`src/rtl/dmem_arbiter.sv`:
```
// Two-requester arbiter in front of the single-port data memory; each access runs IDLE -> ACCESS -> DONE.
// Define ARB_ROUND_ROBIN_EN for alternating priority on simultaneous requests; otherwise r0 has fixed priority.
module dmem_arbiter #(
    parameter int ADDR_W  = 7,
    parameter int DATA_W  = 32,
    parameter int MEM_LAT = 0
) (
    input  logic              clk,
    input  logic              rst,
    input  logic              r0_req,
    input  logic              r0_we,
    input  logic [ADDR_W-1:0] r0_addr,
    input  logic [DATA_W-1:0] r0_wdata,
    output logic              r0_gnt,
    output logic              r0_done,
    output logic [DATA_W-1:0] r0_rdata,
    input  logic              r1_req,
    input  logic              r1_we,
    input  logic [ADDR_W-1:0] r1_addr,
    input  logic [DATA_W-1:0] r1_wdata,
    output logic              r1_gnt,
    output logic              r1_done,
    output logic [DATA_W-1:0] r1_rdata,
    output logic [ADDR_W-1:0] mem_addr,
    output logic [DATA_W-1:0] mem_wdata,
    output logic              mem_rd,
    output logic              mem_wr,
    input  logic [DATA_W-1:0] mem_rdata,
    output logic              busy
);
    typedef enum logic [1:0] {IDLE, ACCESS, DONE} state_t;

    localparam logic [2:0] LAST_CNT = 3'(MEM_LAT);

    state_t            state_q, state_d;
    logic              win_q, win_d;
    logic              we_q, we_d;
    logic [ADDR_W-1:0] addr_q, addr_d;
    logic [DATA_W-1:0] wdata_q, wdata_d;
    logic [2:0]        cnt_q, cnt_d;
    logic              gnt0_q, gnt0_d, gnt1_q, gnt1_d;
    logic [DATA_W-1:0] rdata0_q, rdata0_d, rdata1_q, rdata1_d;
    logic              pick;

`ifdef ARB_ROUND_ROBIN_EN
    // ptr_q holds the last winner; on a tie the other requester is served.
    logic ptr_q, ptr_d;
    assign pick = (r0_req && r1_req) ? ~ptr_q : ~r0_req;

    always_ff @(posedge clk or posedge rst) begin
        if (rst) ptr_q <= 1'b1;
        else     ptr_q <= ptr_d;
    end

    always_comb begin
        ptr_d = ptr_q;
        if (state_q == IDLE && (r0_req || r1_req)) ptr_d = pick;
    end
`else
    assign pick = ~r0_req;
`endif

    always_comb begin
        state_d  = state_q;
        win_d    = win_q;
        we_d     = we_q;
        addr_d   = addr_q;
        wdata_d  = wdata_q;
        cnt_d    = cnt_q;
        gnt0_d   = 1'b0;
        gnt1_d   = 1'b0;
        rdata0_d = rdata0_q;
        rdata1_d = rdata1_q;
        case (state_q)
            IDLE: begin
                if (r0_req || r1_req) begin
                    win_d   = pick;
                    we_d    = pick ? r1_we : r0_we;
                    addr_d  = pick ? r1_addr : r0_addr;
                    wdata_d = pick ? r1_wdata : r0_wdata;
                    cnt_d   = 3'd0;
                    gnt0_d  = ~pick;
                    gnt1_d  = pick;
                    state_d = ACCESS;
                end
            end
            ACCESS: begin
                if (we_q) begin
                    state_d = DONE;
                end else if (cnt_q == LAST_CNT) begin
                    state_d = DONE;
                    if (win_q) rdata1_d = mem_rdata;
                    else       rdata0_d = mem_rdata;
                end else begin
                    cnt_d = cnt_q + 3'd1;
                end
            end
            DONE:    state_d = IDLE;
            default: state_d = IDLE;
        endcase
    end

    always_ff @(posedge clk or posedge rst) begin
        if (rst) begin
            state_q  <= IDLE;
            win_q    <= 1'b0;
            we_q     <= 1'b0;
            addr_q   <= '0;
            wdata_q  <= '0;
            cnt_q    <= 3'd0;
            gnt0_q   <= 1'b0;
            gnt1_q   <= 1'b0;
            rdata0_q <= '0;
            rdata1_q <= '0;
        end else begin
            state_q  <= state_d;
            win_q    <= win_d;
            we_q     <= we_d;
            addr_q   <= addr_d;
            wdata_q  <= wdata_d;
            cnt_q    <= cnt_d;
            gnt0_q   <= gnt0_d;
            gnt1_q   <= gnt1_d;
            rdata0_q <= rdata0_d;
            rdata1_q <= rdata1_d;
        end
    end

    // Memory strobes decode straight from state so an async reset drops them at once.
    assign mem_addr  = (state_q == ACCESS) ? addr_q : '0;
    assign mem_wdata = (state_q == ACCESS) ? wdata_q : '0;
    assign mem_wr    = (state_q == ACCESS) && we_q;
    assign mem_rd    = (state_q == ACCESS) && !we_q;
    assign r0_gnt    = gnt0_q;
    assign r1_gnt    = gnt1_q;
    assign r0_done   = (state_q == DONE) && !win_q;
    assign r1_done   = (state_q == DONE) && win_q;
    assign r0_rdata  = rdata0_q;
    assign r1_rdata  = rdata1_q;
    assign busy      = (state_q != IDLE);
endmodule

```
`config.mk`:
```
export PLATFORM = sky130hd
export DESIGN_NAME = dmem_arbiter
export DESIGN_NICKNAME = d
export VERILOG_FILES = /design/src/rtl/dmem_arbiter.sv
export SDC_FILE = /design/constraint.sdc
export NUM_CORES = 1
export LEC_CHECK = 0
export CAP_MARGIN = 20
export CORE_UTILIZATION = 40
export CTS_CLUSTER_SIZE = 40
export DETAILED_ROUTE_END_ITERATION = 10
export GPL_ROUTABILITY_DRIVEN = 0
export MAX_ROUTING_LAYER = met4
export PLACE_DENSITY = 0.78
export SKIP_CTS_REPAIR_TIMING = 1
export SYNTH_ARGS = -nofsm -noshare
export SYNTH_HDL_FRONTEND = slang
export SYNTH_SLANG_ARGS = --single-unit
export TNS_END_PERCENT = 50
```
`constraint.sdc`:
```
create_clock -name clk -period 8.15 [get_ports clk]
set_input_delay 1.63 -clock clk [delete_from_list [all_inputs] [get_ports clk]]
set_output_delay 1.63 -clock clk [all_outputs]
set_load 0.005 [all_outputs]
```
Word level (Yosys, flattened, before mapping)

Cells that the tools add are included.

Register bits after elaboration: 112
Output and inout bits: 110
Input bits: 116
Word-level logic and storage cells: 53

Bitwise logic cells: 3
$add $sub $neg: 1
Multiplexer cells: 17
Equality and inequality tests: 6
Reduce and logical (&&, ||, !) cells: 16

Operators by type and width:

| operator                                                              | number |
|---|---|
| 32-bit two-way mux                                                    | 2 |
| 7-bit two-way mux                                                     | 2 |
| 4-bit AND reduction                                                   | 3 |
| 3-bit two-way mux                                                     | 3 |
| 2-bit two-way mux                                                     | 3 |
| 2-bit != test, second input constant                                  | 3 |
| 3-bit one-hot mux with 2 select lines                                 | 1 |
| 1-bit two-way mux                                                     | 5 |
| 1-bit logical AND                                                     | 4 |
| 2-bit one-hot mux with 2 select lines                                 | 1 |
| 2-bit AND reduction                                                   | 2 |
| 2-bit nonzero test                                                    | 2 |
| 3-bit by 1-bit adder with 3-bit output, second input constant         | 1 |
| 3-bit logical NOT                                                     | 1 |
| 3-bit != test, second input constant                                  | 1 |
| 1-bit NOT                                                             | 3 |
| 2-bit by 1-bit equality test with 1-bit output, second input constant | 1 |
| 2-bit equality test, second input constant                            | 1 |
| 1-bit logical NOT                                                     | 2 |
| 2-bit logical NOT                                                     | 1 |
| 1-bit logical OR                                                      | 1 |

Depth between registers and ports, before layout

Gate-level depths: netlist (run 1).

Depth in word-level cells: 4
Gate-level depth with buffers: 6
Mapped depth without buffers: 5

Worst setup path before layout (run 1)

OpenSTA, ideal clock, no wires.

Kind: register to output
Start: reg state_q[0]
End: out mem_addr[0]
Cell stages (with the launch flop): 5
Required time: 6.520 ns
Buffers on the path: 2
Slack: 5.518 ns
Arrival: 1.002 ns
Cell sequence: dfrtp_1 > nor2b_1 > buf_2 > clkbuf_1 > and2_1

Longest elaborated chain between the ends: 2

Ends and longest elaborated chain:

| what                                           | RTL line | text |
|---|---|---|
| start, declared                                | 35       | `state_t state_q, state_d;` |
| start signal, assigned                         | 116      | `state_q <= state_d;` |
| 2-bit by 1-bit equality test with 1-bit output | 130      | `assign mem_addr = (state_q == ACCESS) ? addr_q : '0;` |
| 7-bit two-way mux                              | 130      |  |
| end, declared                                  | 24       | `output logic [ADDR_W-1:0] mem_addr,` |

No other way between the ends.

Worst setup path in the final report (run 1)

Start: reg state_q[0]
End: out mem_wdata[6]

Longest elaborated chain between the ends: 2

Ends and longest elaborated chain:

| what                                           | RTL line | text |
|---|---|---|
| 2-bit by 1-bit equality test with 1-bit output | 131      | `assign mem_wdata = (state_q == ACCESS) ? wdata_q : '0;` |
| 32-bit two-way mux                             | 131      |  |
| end, declared                                  | 25       | `output logic [DATA_W-1:0] mem_wdata,` |

No other way between the ends.

==> reports/qor.yml, run 1 <==
core_area_um2: 12200
ant_nets: 0
min_path_cells: 2
ys_warn_count: 0
fin_crit_ns: 3.95
clk_latency_ns: 0.34
avgViaCountPerCell: 4.95
fin_nets: 734
ff2ff_setup_slack_ns: 5.58
antenna_found_initial: 0
setup_ws_ns: 4.20
cp_max_fo: 23
slew_viol_final: 0
antenna_cells: 0
cts_buffers: 9
synth.top_cell.area_share_pct: 55.4
die_x_um: 114
max_stage_delay_ns: 0.62
start_util_pct: 41.6
htreeDepth: 3
crit_required_ns: 6.52
fin_crit_sh_pct: 48.4
clock_path_buffers: 2
die_area_um2: 13100
worst-path-buf-inv: 2
netlist_area_um2: 5060
ff2ff_path_depth: 5
dp_hpwl_um: 9220
worstHoldStart: "wdata_q[6]"
cts_tree: "built"
post-synth-top-count-cell: "dfrtp_1"
worst_ep_arrival_time_ns: 2.32
grt_max_degree: 61
grt_overflow_total: 0
status: "finished clean"
synthMuxAreaShare_pct: 24.6
drc: 0
tns_ns: 0
track_usage_pct: 21.3
synthAdderAreaFrac_pct: 0.495
synth-seq-cells: 112
initialDrtViolationCount: 125
io_pins: 226
drive_gt1_share_pct: 15.3
rows: 40
synth-compound-area-share_pct: 8.81
clkTransAtPathRegs_ns: 0.07
synthTopCellsByCount: "dfrtp_1 (112), o21ai_0 (81), and2_1 (41), mux2i_1 (41), mux2_2 (32)"
worst_pin_slew_ns: 0.755
p_per_area_nw_per_um2: 339
ys_types: 29
use_met3_pct: 4.71
drv_cap: 0
io_buffers: 225
r2r_end: "r1_rdata[16]"
synth_area_leaders: "dfrtp_1 (55%), mux2_4 (8.9%), mux2i_1 (8.1%)"
grt_pass1_vias: 4080
top_usage_layer: "met2"
cp.depth: 4
num_vias: 3902
async_flop_share_pct: 100
syn_inst: 401
hold_violations: 0
cts_sinks: 112
fmax_mhz: 253
dpl_cell_area_um2: 7440
fin_worst_skew_ns: 0.00521
first_pass_iters: 4
hold_path_class: "reg2reg"
min_to: "wdata_q[6]"
grt_use_met2_pct: 36.8
synth_edf_count: 0
r2r-start: "state_q[0]"
syn_nets: 519
totalWireLength_um: 12900
ir_drop_mv: 0.135
rsz0062_at_grt: "false"
yosys.area_share.simple_pct: 7.32
crit_slowest_cell: "nor2b_2"
path_class: "reg2out"
synth_ff_type: "dfrtp_1"
crit_chain: "nor2b_2 -> buf_8 -> and2_1 -> clkdlybuf4s50_1"
leakage_nw: 3.30
setup_viol: 0
slew_headroom_pct: 49.6
grt_first_pass_wirelength_um: 20700
design_area_um2: 7790
synth_area_per_cell_um2: 12.6
wl_per_cell_um: 16.4
cp-end-kind: "output port"
met1_usage_pct: 24.9
synth_top_family_by_area: "multiplexers"
ys_seq_area_share_pct: 55.4
cpLargestDelayFamily: "simple AND/OR/NAND/NOR gates"
fin_hold_ws_ns: 0.500
syn2layout_area_growth_pct: 54.1
cp-start-kind: "flop"
final_util_pct: 64.1
fp.dieH_um: 114
synth_xor_area_share_pct: 0
yosys.area.top_type: "dfrtp_1"
root_buffer: "clkbuf_16"
pre_cts_slack_ns: 4.56
[metrics by stage]
step	cells	total power (W)
after floorplan	401	0.00150
after global routing	789	0.00281
after global placement	771	0.00214
final	789	0.00264
after CTS	788	0.00267
after detailed placement	772	0.00218
[layout by cell type, fill, tap and decap left out, types with 2 or more instances in the layout]
| cell | instances |
|---|---|
| clkbuf_16 | 9 |
| inv_1 | 6 |
| dfrtp_1 | 112 |
| mux2_4 | 30 |
| mux2_1 | 2 |
| buf_4 | 6 |
| nor2_1 | 6 |
| and2_1 | 41 |
| o21ai_1 | 2 |
| mux2i_1 | 41 |
| ha_1 | 2 |
| mux2_2 | 32 |
| clkinvlp_4 | 2 |
| clkinv_4 | 2 |
| bufinv_16 | 2 |
| o21ai_0 | 80 |
| clkdlybuf4s50_1 | 224 |
[worst reg2reg max path, delay by kind of cell (launching register included)]
family        cells  cell delay, ns
mux               1            0.33
simple gates      2            1.19
buf+inv           2            0.52
flops             1            0.42
[report_power, final]
| group | switching, W | internal [W] | total, W |
|---|---|---|---|
| logic | 0.000423 | 0.000767 | 0.00119 |
| registers | 0.000147 | 0.000828 | 0.000975 |
| clock network | 0.000198 | 0.000279 | 0.000477 |
| total | 0.000768 | 0.00187 | 0.00264 |
[cells by family after synthesis]
family          after synthesis
compound gates               87
fa+ha+maj                     2
buf+inv                      36
flops                       112
mux                         105
simple gates                 59
[state kept, by name, summed over array words and instances, names as in the netlist]
name and count:
addr_q 7, state_q 2, r1_gnt 1, r1_rdata 32, cnt_q 3, r0_rdata 32, win_q 1, we_q 1
wdata_q 32, r0_gnt 1
[per-layer routing]
layer	vias up	wire length, um
li1	1831	-
met1	1884	5450
met2	176	6420
met3	11	882
met4	0	158
met5	-	0
[worst max path at each step]
| stage | slack (ns) | start | to |
|---|---|---|---|
| 4_1_cts | 4.16 | state_q[0] | mem_wdata[6] |
| 6_report | 4.20 | state_q[0] | mem_wdata[6] |
| 2_1_floorplan | 3.56 | rst | addr_q[0] |
| 5_1_grt | 4.06 | state_q[0] | mem_wdata[6] |
| 3_5_place_dp | 4.56 | state_q[0] | mem_wdata[6] |
| 3_3_place_gp | 4.26 | state_q[0] | mem_wdata[6] |
[final cells by class]
class                   instances  area (um2)
well taps                     168         210
inverters                       7        28.8
clock inverters                 6        92.6
clock buffers                  10         239
fillers                       941        4370
multi-input cells             253        2090
repair buffers                233        2330
flip-flops and latches        112        2800
(Power assumes the default switching activity.)
==> inputs of run 2 (changes only) <==
--- a/config.mk
+++ b/config.mk
@@ -6,7 +6,7 @@
 export NUM_CORES = 1
 export LEC_CHECK = 0
 export CAP_MARGIN = 20
-export CORE_UTILIZATION = 40
+export CORE_UTILIZATION = 38
 export CTS_CLUSTER_SIZE = 40
 export DETAILED_ROUTE_END_ITERATION = 10
 export GPL_ROUTABILITY_DRIVEN = 0
==> constraint.sdc (replaced) <==
create_clock -name clk -period 3.3 [get_ports clk]
set_input_delay 0.66 -clock clk [delete_from_list [all_inputs] [get_ports clk]]
set_output_delay 0.66 -clock clk [all_outputs]
set_load 0.005 [all_outputs]
==> reports/qor.yml, run 2 (same netlist as run 1, synthesis figures left out) <==
htreeDepth: 3
cp-start-kind: "flop"
start_util_pct: 39.4
r2r-start: "state_q[0]"
final_common_cell: "clkdlybuf4s50_1"
worst_ep_arrival_time_ns: 2.28
num_vias: 3917
cts_tree: "built"
io_pins: 226
drc: 0
clock_path_buffers: 2
tns_ns: 0
fmax_mhz: 340
setup_viol: 0
finalNonFillerCells: 796
seqCellArea_um2: 2800
crit_required_ns: 2.64
status: "finished clean"
initialDrtViolationCount: 184
fin_hold_ws_ns: 0.501
grt_max_degree: 52
slew_viol_final: 0
drv_cap: 0
cp-endpoint: "mem_wdata[29]"
final_util_pct: 61.1
leakage_nw: 3.32
io_buffers: 225
hold_path_class: "reg2reg"
fin_crit_ns: 2.94
rsz0062_at_grt: "false"
totalWireLength_um: 13000
hold_violations: 0
antenna_cells: 0
mostFrequentLayoutCells: "clkdlybuf4s50_1 (224), dfrtp_1 (112), o21ai_0 (80)"
cp-end-kind: "output port"
grt_first_pass_wirelength_um: 20900
root_buffer: "clkbuf_16"
track_usage_pct: 19.8
first_pass_iters: 4
fp.dieH_um: 117
ff2ff_setup_slack_ns: 0.87
die_x_um: 117
path_class: "reg2out"
dp_hpwl_um: 9490
cp_max_fo: 30
grt_overflow_total: 0
core_area_um2: 12800
dp_cells: 780
crit_start: "state_q[0]"
grt_pass1_vias: 4075
clk_latency_ns: 0.34
ff2ff_path_depth: 4
ant_nets: 0
ir_drop_mv: 0.330
die_area_um2: 13800
wl_per_cell_um: 16.4
multiInputGateArea_um2: 2090
syn2layout_area_growth_pct: 54.8
worst_pin_slew_ns: 0.649
rows: 41
fin_crit_sh_pct: 89.0
avgViaCountPerCell: 4.92
slew_headroom_pct: 56.6
drive_gt1_share_pct: 15.7
fin_nets: 737
antenna_found_initial: 0
p_per_area_nw_per_um2: 832
clkTransAtPathRegs_ns: 0.07
fin_worst_skew_ns: 0.00279
nFillCells: 1042
cts_sinks: 112
cts_buffers: 9
r2r_end: "r1_rdata[19]"
min_path_cells: 2
-- run 2: cell count changes in the layout (fill, tap and decap cells not counted) --
cell / change
clkbuf_8: +2
bufinv_16: -1
inv_6: +1
clkinv_4: -1
buf_16: +1
inv_4: -1
buf_8: -1
clkinvlp_4: -1
inv_8: +1
buf_4: +3
-- run 2: power breakdown --
| group | internal, W | switching [W] | total (W) | leakage (nW) |
|---|---|---|---|---|
| sequential | 0.00205 | 0.000358 | 0.00240 | 1.35 |
| clock | 0.000661 | 0.000497 | 0.00116 | 0.161 |
| combinational | 0.00190 | 0.00105 | 0.00295 | 1.81 |
| total | 0.00461 | 0.00191 | 0.00651 | 3.32 |
-- run 2: worst max-delay path: stages (launching register included) --
cell,delay (ns)
dfrtp_1,0.41
nor2b_2,0.45
buf_4,0.36
and2_1,0.18
clkdlybuf4s50_1,0.51
-- run 2: how the worst min path moves through the flow --
stage                               to    startpoint
after floorplan              addr_q[0]     addr_q[0]
after global placement    r0_rdata[24]  r0_rdata[24]
after detailed placement   wdata_q[21]   wdata_q[21]
after CTS                  wdata_q[21]   wdata_q[21]
after global routing      r0_rdata[22]  r0_rdata[22]
final                        addr_q[2]     addr_q[2]
-- run 2: metal layers --
layer / track usage [%] / vias up / part of all wire, %
li1: - / 1832 / -
met1: 23.7 / 1894 / 43
met2: 33.1 / 171 / 49
met3: 3.36 / 20 / 4.9
met4: 8.36 / 0 / 2.3
met5: - / - / 0
-- run 2: area by class of cell --
cell class	instances	area share (%)
Clock inverter	4	0.751
Clock buffer	12	3.40
Multi-Input combinational cell	253	26.7
Sequential cell	112	35.8
Timing Repair Buffer	236	30.2
Inverter	7	0.384
Tap cell	172	2.75
-- run 2: per-stage QoR --
stage | cell area [um2] | total power [W] | setup WS, ns
after CTS | 7830 | 0.00659 | 0.316
after global placement | 7480 | 0.00527 | 0.701
final | 7830 | 0.00651 | 0.362
after floorplan | 5060 | 0.00371 | 1.28
after global routing | 7830 | 0.00690 | 0.196
after detailed placement | 7500 | 0.00540 | 0.690
==> RTL change 1: new RTL, flow settings as in run 2 <==
Encoding of `state_t`: now one-hot (3 bits for 3 states).
--- a/src/rtl/dmem_arbiter.sv
+++ b/src/rtl/dmem_arbiter.sv
@@ -28,7 +28,7 @@
     input  logic [DATA_W-1:0] mem_rdata,
     output logic              busy
 );
-    typedef enum logic [1:0] {IDLE, ACCESS, DONE} state_t;
+    typedef enum logic [2:0] {IDLE = 3'b001, ACCESS = 3'b010, DONE = 3'b100} state_t;
 
     localparam logic [2:0] LAST_CNT = 3'(MEM_LAT);
 
Behaviour: same outputs for any inputs over 10 cycles, from zero or initial values and one cycle with rst high; not proved beyond that.
==> RTL change 1 against run 2 <==
  * Setup slack better by 240 ps
  * Sequential cell count up 1
  * Critical path depth unchanged
  * Wire length down 5.4%
  * Power up 3.2%
  * Area after synthesis up 0.99%
  * Design area up 4.0%
  * Synthesized cell count down 12%
  * Critical path type unchanged
==> RTL change 1: results (changes against run 2) <==
minimum clock period 2700 ps (was 2940 ps); vias in the first global route 3946 (was 4075); clock latency at the later pin of the worst-skew pair 410 ps (was 340 ps); Slowest-stage cell, CP clkdlybuf4s50_1 (unchanged); Synth Area in XOR/XNOR 0 (unchanged); Yosys cell types 31 (was 29); sequential share of the synthesized area 0.554 (about the same); Synth Area in Adders 0.00490 (was 0.00495); Wirelength per Cell 16.0 um (was 16.4 um); WHS Endpoint wdata_q[13] (was addr_q[2]); fin nets 703 (was 737); internal reg-to-reg setup slack 990 ps (was 870 ps); outcome complete, no violations (unchanged); setup_tns 0 ps (unchanged); Post-DP Area 0.00751 mm^2 (was 0.00750 mm^2); Worst Setup EP mem_wdata[18] (was mem_wdata[29]); Mapped Nets 472 (was 519); min-delay worst type flop to flop (unchanged); Crit path max-delay family buffers and inverters (unchanged); critical path arrival 2040 ps (was 2280 ps); syn avg cell area 14.4 um^2 (was 12.6 um^2); dpl ws 917 ps (was 690 ps); Max IR drop VDD 0.320 mV (was 0.330 mV); Pleak 3.37 nW (was 3.32 nW); share of cells above drive strength 1 0.147 (was 0.157); Remaining DRCs 0 (unchanged); Routed Wire Length 12300 um (was 13000 um); initial DRC count 134 (was 184); top cells by area, synth dfrtp_1, mux2_1, mux2_2 (was dfrtp_1, mux2_4, mux2i_1); grt ovf 0 (unchanged); worst clock skew 8.55 ps (was 2.79 ps); most frequent cells after synthesis dfrtp_1, mux2_1, and2_1 (was dfrtp_1, o21ai_0, and2_1, mux2i_1, mux2_2); Synth async-reset ratio 1.00 (unchanged); clk buf depth 2 (unchanged); Crit Reg-Reg Endpoint r1_rdata[2] (was r1_rdata[19]); mux share of post-synthesis cell area 0.321 (was 0.246); # placed instances 738 (was 780); crit-path max FO 27 (was 30); ANT cells 0 (unchanged); first-pass GRT wire length 20400 um (was 20900 um); Largest stage delay, worst path 530 ps (was 510 ps); I/O Buffers 225 (unchanged); CTS Buf Count 17 (was 9); R2R cell count 5 (was 4); drt pass-1 iters 4 (unchanged); routed vias/inst 4.75 (was 4.92); initial antenna violation count 0 (unchanged); Compound-Gate Fraction of Synth Area 0.00759 (was 0.0881); Post-DP HPWL 9180 um (was 9490 um); WHS 472 ps (was 501 ps); depth of the worst hold-timing path 1 (was 2); CP startpoint state_q[2] (was state_q[0]); largest net degree at the start of global routing 65 (was 52); HP Start wdata_q[13] (was addr_q[2]); GR Util All Layers 0.194 (was 0.198); Clock transition at path regs 50 ps (was 70 ps); Syn. warnings 0 (unchanged); H-tree level count 4 (was 3); Slew @ Worst Pin 603 ps (was 649 ps)
## RTL change 1: changes by cell type after synthesis, moves of 4 or more
cell / change
mux2_1: +102
o21ai_0: -80
clkbuf_1: -7
mux2i_1: -39
mux2_4: -30
buf_2: -4
mux2_2: +8
## RTL change 1: report_power, final
part           internal, mW  leakage (nW)  switching, mW
Sequential             2.07          1.35          0.349
Clock                  1.31         0.301          0.600
Combinational          1.58          1.71          0.813
Total                  4.96          3.37           1.76
## RTL change 1: metal layers
metal,global-route usage,up-vias,share of wire
li1,-,1701,-
met1,0.212,1800,0.41
met2,0.334,143,0.53
met3,0.0562,11,0.053
met4,0.0713,0,0.012
met5,-,-,0
## RTL change 1: final cells by class
class	instances	area, um^2
Clock inverter	10	158
Sequential cell	113	2830
Clock buffer	21	470
Tap cell	172	215
Multi-Input combinational cell	214	2110
Timing Repair Buffer	234	2340
Inverter	5	22.5
Fill cell	993	4740
==> RTL change 2: new RTL, settings of run 2 <==
Made on the original files. `DATA_W`: 32 -> 48.
--- a/src/rtl/dmem_arbiter.sv
+++ b/src/rtl/dmem_arbiter.sv
@@ -2,7 +2,7 @@
 // Define ARB_ROUND_ROBIN_EN for alternating priority on simultaneous requests; otherwise r0 has fixed priority.
 module dmem_arbiter #(
     parameter int ADDR_W  = 7,
-    parameter int DATA_W  = 32,
+    parameter int DATA_W  = 48,
     parameter int MEM_LAT = 0
 ) (
     input  logic              clk,
Interface: changed (6 resized); port bits go from 226 to 322. No check against the original RTL was run, so the function may have changed too.
==> RTL change 2 against run 2 <==
  * Sequential cell count is 48 higher
  * Area after synthesis increased by 38%
  * Wire length grew 44%
  * Cell count increased by 39%
  * Sequential power rose by 42%
  * Largest power group unchanged
  * Setup slack better by 140 ps
  * Design area increased by 41%
  * Die area is 37% higher
  * Fmax up 4.9%
  * Critical endpoint is now mem_wdata[10]
  * Synthesized cell count up 39%
  * Clock power rose by 72%
  * Power increased by 44%
==> RTL change 2: results (changes against run 2) <==
outcome complete, no violations (unchanged); GR Util All Layers 0.208 (was 0.198); Routed Wire Length 18800 um (was 13000 um); critical path arrival 2140 ps (was 2280 ps); Setup-failing EPs final 0 (unchanged); depth of the worst hold-timing path 1 (was 2); Crit path max-delay family buffers and inverters (unchanged); Slowest-stage cell, CP clkdlybuf4s50_1 (unchanged); FILL cells 1485 (was 1042); Mapped Nets 723 (was 519); drt pass-1 iters 4 (unchanged); ys flop type dfrtp_1 (unchanged); Syn. warnings 0 (unchanged); CTS Buf Count 17 (was 9); R2R cell count 5 (was 4); ANT cells 0 (unchanged); worst clock skew 9.84 ps (was 2.79 ps); Yosys cell types 29 (unchanged); Slew @ Worst Pin 688 ps (was 649 ps); vias in the first global route 5532 (was 4075); sequential share of the synthesized area 0.573 (was 0.554); initial DRC count 231 (was 184); most frequent cells after synthesis dfrtp_1, o21ai_0, and2_1, mux2i_1, mux2_2 (unchanged); I/O Buffers 321 (was 225); Post-synth EDFFs 0 (unchanged); crit-path max FO 43 (was 30); H-tree level count 4 (was 3); dpl ws 913 ps (was 690 ps); clk buf depth 2 (unchanged); Largest stage delay, worst path 520 ps; Max IR drop VDD 0.513 mV (was 0.330 mV); Root Buffer clkbuf_16 (unchanged); Post-DP HPWL 13100 um (was 9490 um); Post-DP Area 0.0104 mm^2 (was 0.00750 mm^2); initial antenna violation count 0 (unchanged); min-delay worst type flop to flop (unchanged); share of cells above drive strength 1 0.117 (was 0.157); internal power 6.55 mW (was 4.61 mW); Pleak 4.61 nW (was 3.32 nW); clock latency at the later pin of the worst-skew pair 420 ps (was 340 ps); Synth async-reset ratio 1.00 (unchanged); routed vias/inst 4.96 (was 4.92); fin nets 1031 (was 737); first-pass GRT wire length 28900 um (was 20900 um); top cells by area, synth dfrtp_1, mux2_2, mux2i_1 (was dfrtp_1, mux2_4, mux2i_1); largest net degree at the start of global routing 97 (was 52); Clock transition at path regs 60 ps
[RTL change 2: final cells by class]
type                       count  area share
clock buffer                  18      0.0389
multi-input combinational    349       0.252
tap                          229      0.0260
timing repair buffer         330       0.302
inverter                       7     0.00273
sequential                   160       0.363
clock inverter                14      0.0152
[RTL change 2: logic make-up after synthesis]
| logic type | count (synthesis) | synth area share |
|---|---|---|
| compound gates | 119 | 0.0867 |
| flops | 160 | 0.573 |
| mux | 153 | 0.236 |
| simple gates | 75 | 0.0675 |
| fa+ha+maj | 2 | 0.00358 |
| buf+inv | 48 | 0.0329 |
[RTL change 2: metrics by stage]
stage / util / instances
2_1_floorplan: - / 557
3_3_place_gp: 0.580 / 1075
3_5_place_dp: 0.580 / 1075
4_1_cts: 0.613 / 1107
5_1_grt: 0.613 / 1107
6_report: 0.613 / 1107
[RTL change 2: worst paths after layout]
| check | startpoint | end | slack, ps |
|---|---|---|---|
| max in group asynchronous | rst | r0_rdata[3] | 2110 |
| hold / removal | r1_rdata[41] | r1_rdata[41] | 480 |
| setup / recovery | state_q[0] | mem_wdata[10] | 500 |
| min in group asynchronous | rst | wdata_q[30] | 710 |
| hold reg to reg | r1_rdata[41] | r1_rdata[41] | 480 |
| setup reg to reg | state_q[0] | r1_rdata[1] | 940 |
[RTL change 2: layer usage]
layer,GRT usage,part of all wire,up-vias
met5,-,0,-
li1,-,-,2577
met2,0.343,0.50,236
met1,0.245,0.40,2658
met4,0.0751,0.018,0
met3,0.0537,0.081,24
[RTL change 2: power by group through the flow]
stage | clock, mW | sequential (mW) | combinational (mW)
detailed placement | 0 | 3.44 | 4.01
floorplan | 0 | 3.40 | 1.63
CTS | 2.05 | 3.42 | 4.02
finish | 2.00 | 3.41 | 3.95
global placement | 0 | 3.42 | 3.92
global route | 2.13 | 3.55 | 4.32
[RTL change 2: worst reg2reg max path, stage by stage (launching register included)]
cell     delay, ps
dfrtp_1        410
nor2b_4        370
buf_12         240
and4_2         240
buf_4          510
mux2_2         490
